[config.mk]
export PLATFORM = sky130hd
export DESIGN_NAME = argmax_stream_classifier
export DESIGN_NICKNAME = d
export VERILOG_FILES = /design/src/rtl/argmax_stream_classifier.sv
export SDC_FILE = /design/constraint.sdc
export NUM_CORES = 2
export LEC_CHECK = 0
export ABC_AREA = 0
export BUFFER_PORTS_ARGS = -buffer_cell sky130_fd_sc_hd__buf_2
export CORE_ASPECT_RATIO = 0.75
export CORE_MARGIN = 5
export CORE_UTILIZATION = 45
export CTS_CLUSTER_DIAMETER = 80
export CTS_CLUSTER_SIZE = 25
export DETAILED_ROUTE_END_ITERATION = 8
export GPL_TIMING_DRIVEN = 0
export PLACE_DENSITY = 0.67
export SLEW_MARGIN = 20
export SYNTH_ARGS = -nofsm -noshare
export SYNTH_HDL_FRONTEND = slang
export SYNTH_SLANG_ARGS = --single-unit
[constraint.sdc]
create_clock -name clk -period 9.8 [get_ports clk]
set_input_delay 0.49 -clock clk [delete_from_list [all_inputs] [get_ports clk]]
set_output_delay 0.49 -clock clk [all_outputs]
set_load 0.05 [all_outputs]
[src/rtl/argmax_stream_classifier.sv]
// argmax_stream_classifier: streaming argmax over NUM_CLASSES score beats, reporting the
// winning class, its score, the margin to the runner-up, low confidence and framing errors.
module argmax_stream_classifier #(
  parameter int          NUM_CLASSES = 10,
  parameter int          SCORE_W     = 113,
  parameter bit          SIGNED_CMP  = 1'b1,
  parameter int unsigned MARGIN_TH   = 0,
  parameter int          IDX_W       = $clog2(NUM_CLASSES)
) (
  input  logic               clk,
  input  logic               rst_n,
  input  logic               clear,
  input  logic               s_valid,
  output logic               s_ready,
  input  logic [SCORE_W-1:0] s_score,
  input  logic               s_last,
  output logic               m_valid,
  input  logic               m_ready,
  output logic [IDX_W-1:0]   m_class,
  output logic [SCORE_W-1:0] m_max,
  output logic [SCORE_W:0]   m_margin,
  output logic               m_low_conf,
  output logic               m_err,
  output logic [15:0]        frame_cnt
);
  typedef enum logic {ACC, HOLD} state_t;
  localparam logic [SCORE_W-1:0] MIN_SCORE = SIGNED_CMP ? {1'b1, {(SCORE_W-1){1'b0}}} : '0;
  state_t r_state, w_next;
  logic [IDX_W-1:0] r_idx, r_best_idx, w_nidx;
  logic [SCORE_W-1:0] r_best, r_second, w_nbest, w_nsec;
  logic [SCORE_W:0] w_margin;
  logic w_beat, w_ack, w_first, w_last_idx, w_close, w_take;

  function automatic logic gt(input logic [SCORE_W-1:0] a, input logic [SCORE_W-1:0] b);
    return SIGNED_CMP ? ($signed(a) > $signed(b)) : (a > b);
  endfunction

  assign s_ready    = (r_state == ACC) & rst_n;
  assign m_valid    = r_state == HOLD;
  assign w_beat     = s_valid & s_ready & ~clear;
  assign w_ack      = m_valid & m_ready & ~clear;
  assign w_first    = r_idx == '0;
  assign w_last_idx = r_idx == IDX_W'(NUM_CLASSES - 1);
  assign w_close    = w_beat & (s_last | w_last_idx);
  // Strict compare keeps the earliest index on ties.
  assign w_take     = w_first | gt(s_score, r_best);
  assign w_nbest    = w_take ? s_score : r_best;
  assign w_nidx     = w_take ? r_idx : r_best_idx;
  assign w_nsec     = w_first ? MIN_SCORE : w_take ? r_best : gt(s_score, r_second) ? s_score : r_second;
  // One extra bit so best - second cannot overflow; a single-beat frame has no runner-up.
  assign w_margin   = w_first ? '1 : {SIGNED_CMP & w_nbest[SCORE_W-1], w_nbest}
                                   - {SIGNED_CMP & w_nsec[SCORE_W-1], w_nsec};

  always_comb w_next = clear ? ACC : w_close ? HOLD : w_ack ? ACC : r_state;

  always_ff @(posedge clk or negedge rst_n) begin
    if (!rst_n) r_state <= ACC;
    else r_state <= w_next;
  end

  always_ff @(posedge clk or negedge rst_n) begin
    if (!rst_n) begin
      r_idx      <= '0;
      r_best_idx <= '0;
      r_best     <= '0;
      r_second   <= '0;
      m_class    <= '0;
      m_max      <= '0;
      m_margin   <= '0;
      m_low_conf <= 1'b0;
      m_err      <= 1'b0;
      frame_cnt  <= '0;
    end else begin
      if (clear) r_idx <= '0;
      else if (w_beat) begin
        r_idx      <= w_close ? '0 : r_idx + 1'b1;
        r_best     <= w_nbest;
        r_second   <= w_nsec;
        r_best_idx <= w_nidx;
      end
      if (w_close) begin
        m_class    <= w_nidx;
        m_max      <= w_nbest;
        m_margin   <= w_margin;
        m_low_conf <= w_margin <= (SCORE_W + 1)'(MARGIN_TH);
        m_err      <= ~(s_last & w_last_idx);
      end
      if (w_ack) frame_cnt <= frame_cnt + 16'd1;
    end
  end
endmodule

# Yosys cells after proc, flatten, opt, wreduce, memory -nomap -nowiden
# Index checks and enable logic that the tools add are counted.
[totals] elab_cells=46 register_bits=484 output_inout_bits=251
[classes] n_reduce_logical=4 addsub=3 n_lt_le_gt_ge=3 n_eq_ne=1 muxes=12 n_bitwise=12
[op_table] op="$mux 113" count=4
[op_table] op="$gt 113x113->1" count=2
[op_table] op="$le 114x1->1 const B" count=1
[op_table] op="$mux 114" count=1
[op_table] op="$sub 113x113->114" count=1
[op_table] op="$add 16x1->16 const B" count=1
[op_table] op="$mux 4" count=4
[op_table] op="$and 1x1->1" count=7
[op_table] op="$add 4x1->4 const B" count=1
[op_table] op="$eq 4x4->1 const B" count=1
[op_table] op="$logic_not 4->1" count=1
[op_table] op="$mux 1" count=3
[op_table] op="$not 1->1" count=3
[op_table] op="$reduce_bool 3->1" count=1
[op_table] op="$or 1x1->1" count=2
[op_table] op="$reduce_and 2->1" count=1
[op_table] op="$reduce_bool 2->1" count=1

# Logic depth before layout (Yosys ltp)
[logic_depth] ltp_word=8 depth_mapped=34 mapped_depth_nobuf=31

# Worst setup path before layout
# No wires, ideal clock.
[synth_timing] kind="input to register" from="input port s_score[66]" to="register m_low_conf" t_arrival_ps=7441 slack_ps=2256 required_time_ps=9696 cell_stages=33 cell_sequence="ha_1 > a21o_1 > a21o_1 > a21o_1 > a21o_1 > a21o_1 > a21oi_1 > nor2b_1 > o311a_1 > or3_1 > xnor2_1 > o31ai_1 > clkbuf_1 > clkbuf_1 > buf_1 > mux2i_1 > a21oi_1 > ha_1 > inv_1 > fa_1 > a211oi_2 > o211ai_1 > a21oi_1 > o31ai_1 > a41oi_1 > o211ai_1 > a21o_1 > a31oi_2 > nor2_1 > a21o_1 > xor2_1 > or4_1 > o41ai_2"
[synth_via] elab_chain_cells=7 word_cells_on_any_way=10 cone_classes="add/sub (1); order compare (3); mux (5); bitwise (1)"
[synth_rtl] element="start, declared" line_no="15" rtl="input logic [SCORE_W-1:0] s_score,"
[synth_rtl] element="$gt 113x113->1" line_no="35" rtl="return SIGNED_CMP ? ($signed(a) > $signed(b)) : (a > b);"
[synth_rtl] element="$mux 113 / $or 1x1->1 (equally long branches)" line_no="49, 46"
[synth_rtl] element="$mux 113 * (2 in series)" line_no="49" rtl="assign w_nsec = w_first ? MIN_SCORE : w_take ? r_best : gt(s_score, r_second) ? s_score : r_second;"
[synth_rtl] element="named net w_nsec[0]" line_no="30" rtl="logic [SCORE_W-1:0] r_best, r_second, w_nbest, w_nsec;"
[synth_rtl] element="$sub 113x113->114 *" line_no="52" rtl="- {SIGNED_CMP & w_nsec[SCORE_W-1], w_nsec};"
[synth_rtl] element="$mux 114 *" line_no="51" rtl="assign w_margin = w_first ? '1 : {SIGNED_CMP & w_nbest[SCORE_W-1], w_nbest}"
[synth_rtl] element="$le 114x1->1 *" line_no="85" rtl="m_low_conf <= w_margin <= (SCORE_W + 1)'(MARGIN_TH);"
[synth_rtl] element="end signal, assigned" line_no="85"
[synth_rtl] element="end, declared" line_no="22" rtl="output logic m_low_conf,"
# The timed path passes the listed nets; every way through them passes the cells marked *.
# A chain may end at the register's enable or synchronous reset.

# Final worst setup path
[layout_timing] from="register r_second[112]" to="register m_low_conf"
[layout_via] elab_chain_cells=7
[layout_rtl] element="start, declared" line_no="30"
[layout_rtl] element="start signal, assigned" line_no="78" rtl="r_second <= w_nsec;"
[layout_rtl] element="$gt 113x113->1" line_no="35"
[layout_rtl] element="$mux 113 * (3 in series)" line_no="49"
[layout_rtl] element="$sub 113x113->114 *" line_no="52"
[layout_rtl] element="$mux 114 *" line_no="51"
[layout_rtl] element="$le 114x1->1 *" line_no="85"
# Every way passes the cells marked *; elsewhere a longest branch is shown, timed or not.

==> results.py <==
metrics = {
    "setup_path": {
        "critical_path.most_common_cell": "sky130_fd_sc_hd__nand4_1",
        "worstPathArrival_ns": 10.33,
        "cell_at_the_slowest_stage_of_the_critical_path": "sky130_fd_sc_hd__or4_1",
        "internal_reg_to_reg_setup_slack_ns": 0.05,
        "worstPathMaxFanout": 11,
        "critical-path-max-stage-delay_ns": 0.66,
        "cp-endpoint": "m_low_conf",
        "regToRegEndpoint": "m_low_conf",
        "critical_path_required_ns": 10.38,
        "timing.setup.critical_path_class": "flip-flop to flip-flop",
        "worst_setup_path_end_kind": "flip-flop",
        "r2r_start": "r_second[112]",
        "reg2reg_depth": 31,
        "startpoint_class_of_the_critical_path": "flip-flop",
        "critPathLaunch": "r_second[112]",
    },
    "timing": {
        "final-max-slew-violation-count": 0,
        "slew-limit-headroom_pct": 14.36,
        "finalWorstPathRequiredPeriod_ns": 9.751,
        "grt_setup_unrepaired": "false",
        "hold_viol": 0,
        "post-route-period-util_pct": 99.50,
        "setup_failing_eps_final": 0,
        "fin_ws_ns": 0.04868,
        "clock.fmax_ghz": 0.1026,
        "final.setup_skew_ns": 0.08646,
        "max_slew.worst_pin.slew_ns": 1.285,
    },
    "route": {
        "met3_wirelength_mm": 20.72,
        "drt-pass1-iter-count": 6,
        "met2_wirelength_mm": 61.26,
        "ant_nets": 0,
        "m1WireLength_mm": 68.35,
        "viasPerCell": 6.381,
        "maxUsedRoutingLayer": "met5",
        "num_vias": 35587,
        "wire_per_inst_um": 27.90,
        "drc": 0,
        "routed_wl_mm": 155.6,
        "first_iter_violations": 4577,
    },
    "power_and_ir_drop": {
        "power.density_cell_area_nw_per_um2": 216.7,
        "static-leakage-power_nw": 17.92,
        "finalPower_w": 0.009042,
        "worst_ir_drop_vdd_v": 0.0001777,
    },
    "floorplanning": {
        "io_pins": 370,
        "num_rows": 91,
        "floorplan.initialDensity_pct": 45.17,
        "chipWidth_um": 340.8,
        "floorplan.die.height_um": 258.1,
        "dieArea_um2": 87940,
        "core-area_um2": 81750,
    },
    "global_routing": {
        "grt_util_all_layers_pct": 34.00,
        "grt_pass1_wl_mm": 227.0,
        "first_global_vias": 33669,
        "antenna_found_initial": 12,
        "grt_max_degree": 95,
        "globalRouteOverflowTotal": 0,
    },
    "place": {
        "dpl_wire_length_mm": 124.3,
        "preCtsSetupSlack_ns": -2.129,
        "place_congestion": 1.036,
        "port_buffers": 369,
    },
    "synth": {
        "synth.most_common_cell": "sky130_fd_sc_hd__dfrtp_1",
        "synth_enable_flop_cells": 0,
        "synth_area_per_cell_um2": 9.070,
        "synthDominantAreaCellType": "sky130_fd_sc_hd__dfrtp_1",
        "synth_flop_cell": "sky130_fd_sc_hd__dfrtp_1",
        "synth.top_cells.by_area": "sky130_fd_sc_hd__dfrtp_1, sky130_fd_sc_hd__ha_1, sky130_fd_sc_hd__mux2_2, sky130_fd_sc_hd__o21ai_0, sky130_fd_sc_hd__a21o_1",
        "syn_nets": 4534,
        "synth_area_um2": 36930,
        "ys_types": 86,
        "synth_cells": 4071,
        "yosysSeqAreaShare_pct": 32.80,
        "netlist.area_leader.share_pct": 32.80,
        "ys.warnings.count": 0,
        "ys_ff_latch": 484,
        "yosys-top-cells-count": "sky130_fd_sc_hd__dfrtp_1, sky130_fd_sc_hd__o21ai_0, sky130_fd_sc_hd__ha_1, sky130_fd_sc_hd__mux2_2, sky130_fd_sc_hd__a21oi_1",
        "postSynth.asyncResetShare_pct": 100.0,
    },
    "layout": {
        "post-route-util_pct": 51.03,
        "post_layout_nets": 4948,
        "final_layout_size_suffix_gt1_share_pct": 20.25,
        "layout-area-overhead-vs-synth_pct": 12.99,
    },
    "clocking": {
        "cts_made_buffers": 30,
        "clock-sinks": 484,
        "worst_setup_hold_path_clk_slew_ns": 0.11,
        "ctsRootBufferMaster": "sky130_fd_sc_hd__clkbuf_16",
        "cts_tree": "done",
        "latest_clock_arrival_within_the_worst_skew_pair_ns": 0.71,
        "clock_tree.htree_level_count": 1,
        "clock_tree.buffer_depth": 3,
    },
    "run": {
        "max_cap_violations": 0,
    },
    "outcome": {
        "run_status": "complete, no violations",
    },
    "worst_hold_path": {
        "hp-class": "primary input to flip-flop",
    },
}
==> area by class of cell <==
class | count | area (um^2)
Antenna cell | 5 | 12.51
Buffer | 244 | 1104
Clock buffer | 33 | 782.0
Clock inverter | 17 | 234.0
Fill cell | 7846 | 40030
Inverter | 264 | 991.0
Multi-Input combinational cell | 3074 | 23010
Sequential cell | 484 | 12110
Tap cell | 1069 | 1338
Timing Repair Buffer | 387 | 2140
==> through the flow <==
step,area [um^2],setup TNS [ns],cells,hold WS (ns)
3_3_place_gp,40110,-2528.61,5509,0.4482
3_5_place_dp,40340,-27.70,5516,0.3824
5_1_grt,41710,0,5572,0.05258
4_1_cts,41560,0,5572,0.02660
6_report,41720,0,5577,0.04186
2_1_floorplan,36930,0,4071,0.1944
==> worst max-delay path, delay by kind of cell, from the launching register on <==
| kind | cells | cell delay (ns) |
|---|---|---|
| AND/OR/NAND/NOR | 11 | 3.55 |
| AO/OA/AOI/OAI | 9 | 2.44 |
| buffers and inverters | 6 | 1.85 |
| adder cells (fa/ha/maj) | 2 | 0.81 |
| XOR/XNOR | 2 | 0.41 |
| flip-flops | 1 | 0.38 |
| multiplexers | 1 | 0.14 |
==> worst min-delay path by stage <==
stage	cells past startpoint	start	endpoint
global placement	2	m_margin[11]	m_margin[11]
CTS	2	s_score[0]	r_best[0]
global route	2	s_score[0]	r_best[0]
floorplan	0	rst_n	frame_cnt[0]
finish	2	s_score[0]	r_best[0]
detailed placement	1	rst_n	r_second[34]
==> cells in the final DEF, fill, tap and decap left out, types with 65 or more instances in the layout <==
cell type                  netlist  final
sky130_fd_sc_hd__a21oi_1       333    330
sky130_fd_sc_hd__nor2_1        201    198
sky130_fd_sc_hd__buf_2          43    406
sky130_fd_sc_hd__mux2i_1       118    118
sky130_fd_sc_hd__a21o_1        244    244
sky130_fd_sc_hd__nor4_1        130    126
sky130_fd_sc_hd__inv_1         264    264
sky130_fd_sc_hd__xnor2_1        67     65
sky130_fd_sc_hd__nand2_1       249    248
sky130_fd_sc_hd__o21ai_0       374    368
sky130_fd_sc_hd__dfrtp_1       484    484
sky130_fd_sc_hd__mux2_2        339    339
sky130_fd_sc_hd__ha_1          343    343
sky130_fd_sc_hd__clkbuf_1      181    150
sky130_fd_sc_hd__nand4_1       122    122
==> kinds of logic (layout without fill, tap and decap cells) <==
group	Yosys count	in the layout	share of synthesized area (%)
and+or+nand+nor	901	901	12.26
AOI/OAI and AO/OA	1246	1246	21.23
xor gates and xnor gates	118	118	2.799
buffers and inverters	513	945	5.455
adders and majority gates	344	344	11.68
DFF	484	484	32.80
muxes	465	465	13.78
other	0	5	0
==> registers in the layout, indices dropped and copies added (netlist names) <==
signal and flops:
m_margin 114, m_max 113, r_best 113, r_second 113, frame_cnt 16, m_class 4
r_best_idx 4, r_idx 4, m_err 1, m_low_conf 1, m_valid 1
==> repair_timing <==
| action | in CTS | in global routing |
|---|---|---|
| setup endpoints to repair | 47 | 1 |
| hold buffers | 3 | 0 |
| resized for setup | 47 | 54 |
| pin swaps | 2 | 3 |
| setup buffers | 4 | 4 |
| endpoints found under the hold margin | 30 | 0 |
==> routing by layer <==
layer,vias to the layer above,GRT usage (%)
met5,-,0
met4,14,9.046
met3,258,11.30
met2,2002,47.06
met1,17455,50.47
li1,15858,-
==> where the power goes <==
group	switching [W]	internal (W)
registers	0.000328	0.00237
clock network	0.000870	0.000618
logic	0.00343	0.00143
(Power assumes the default switching activity.)
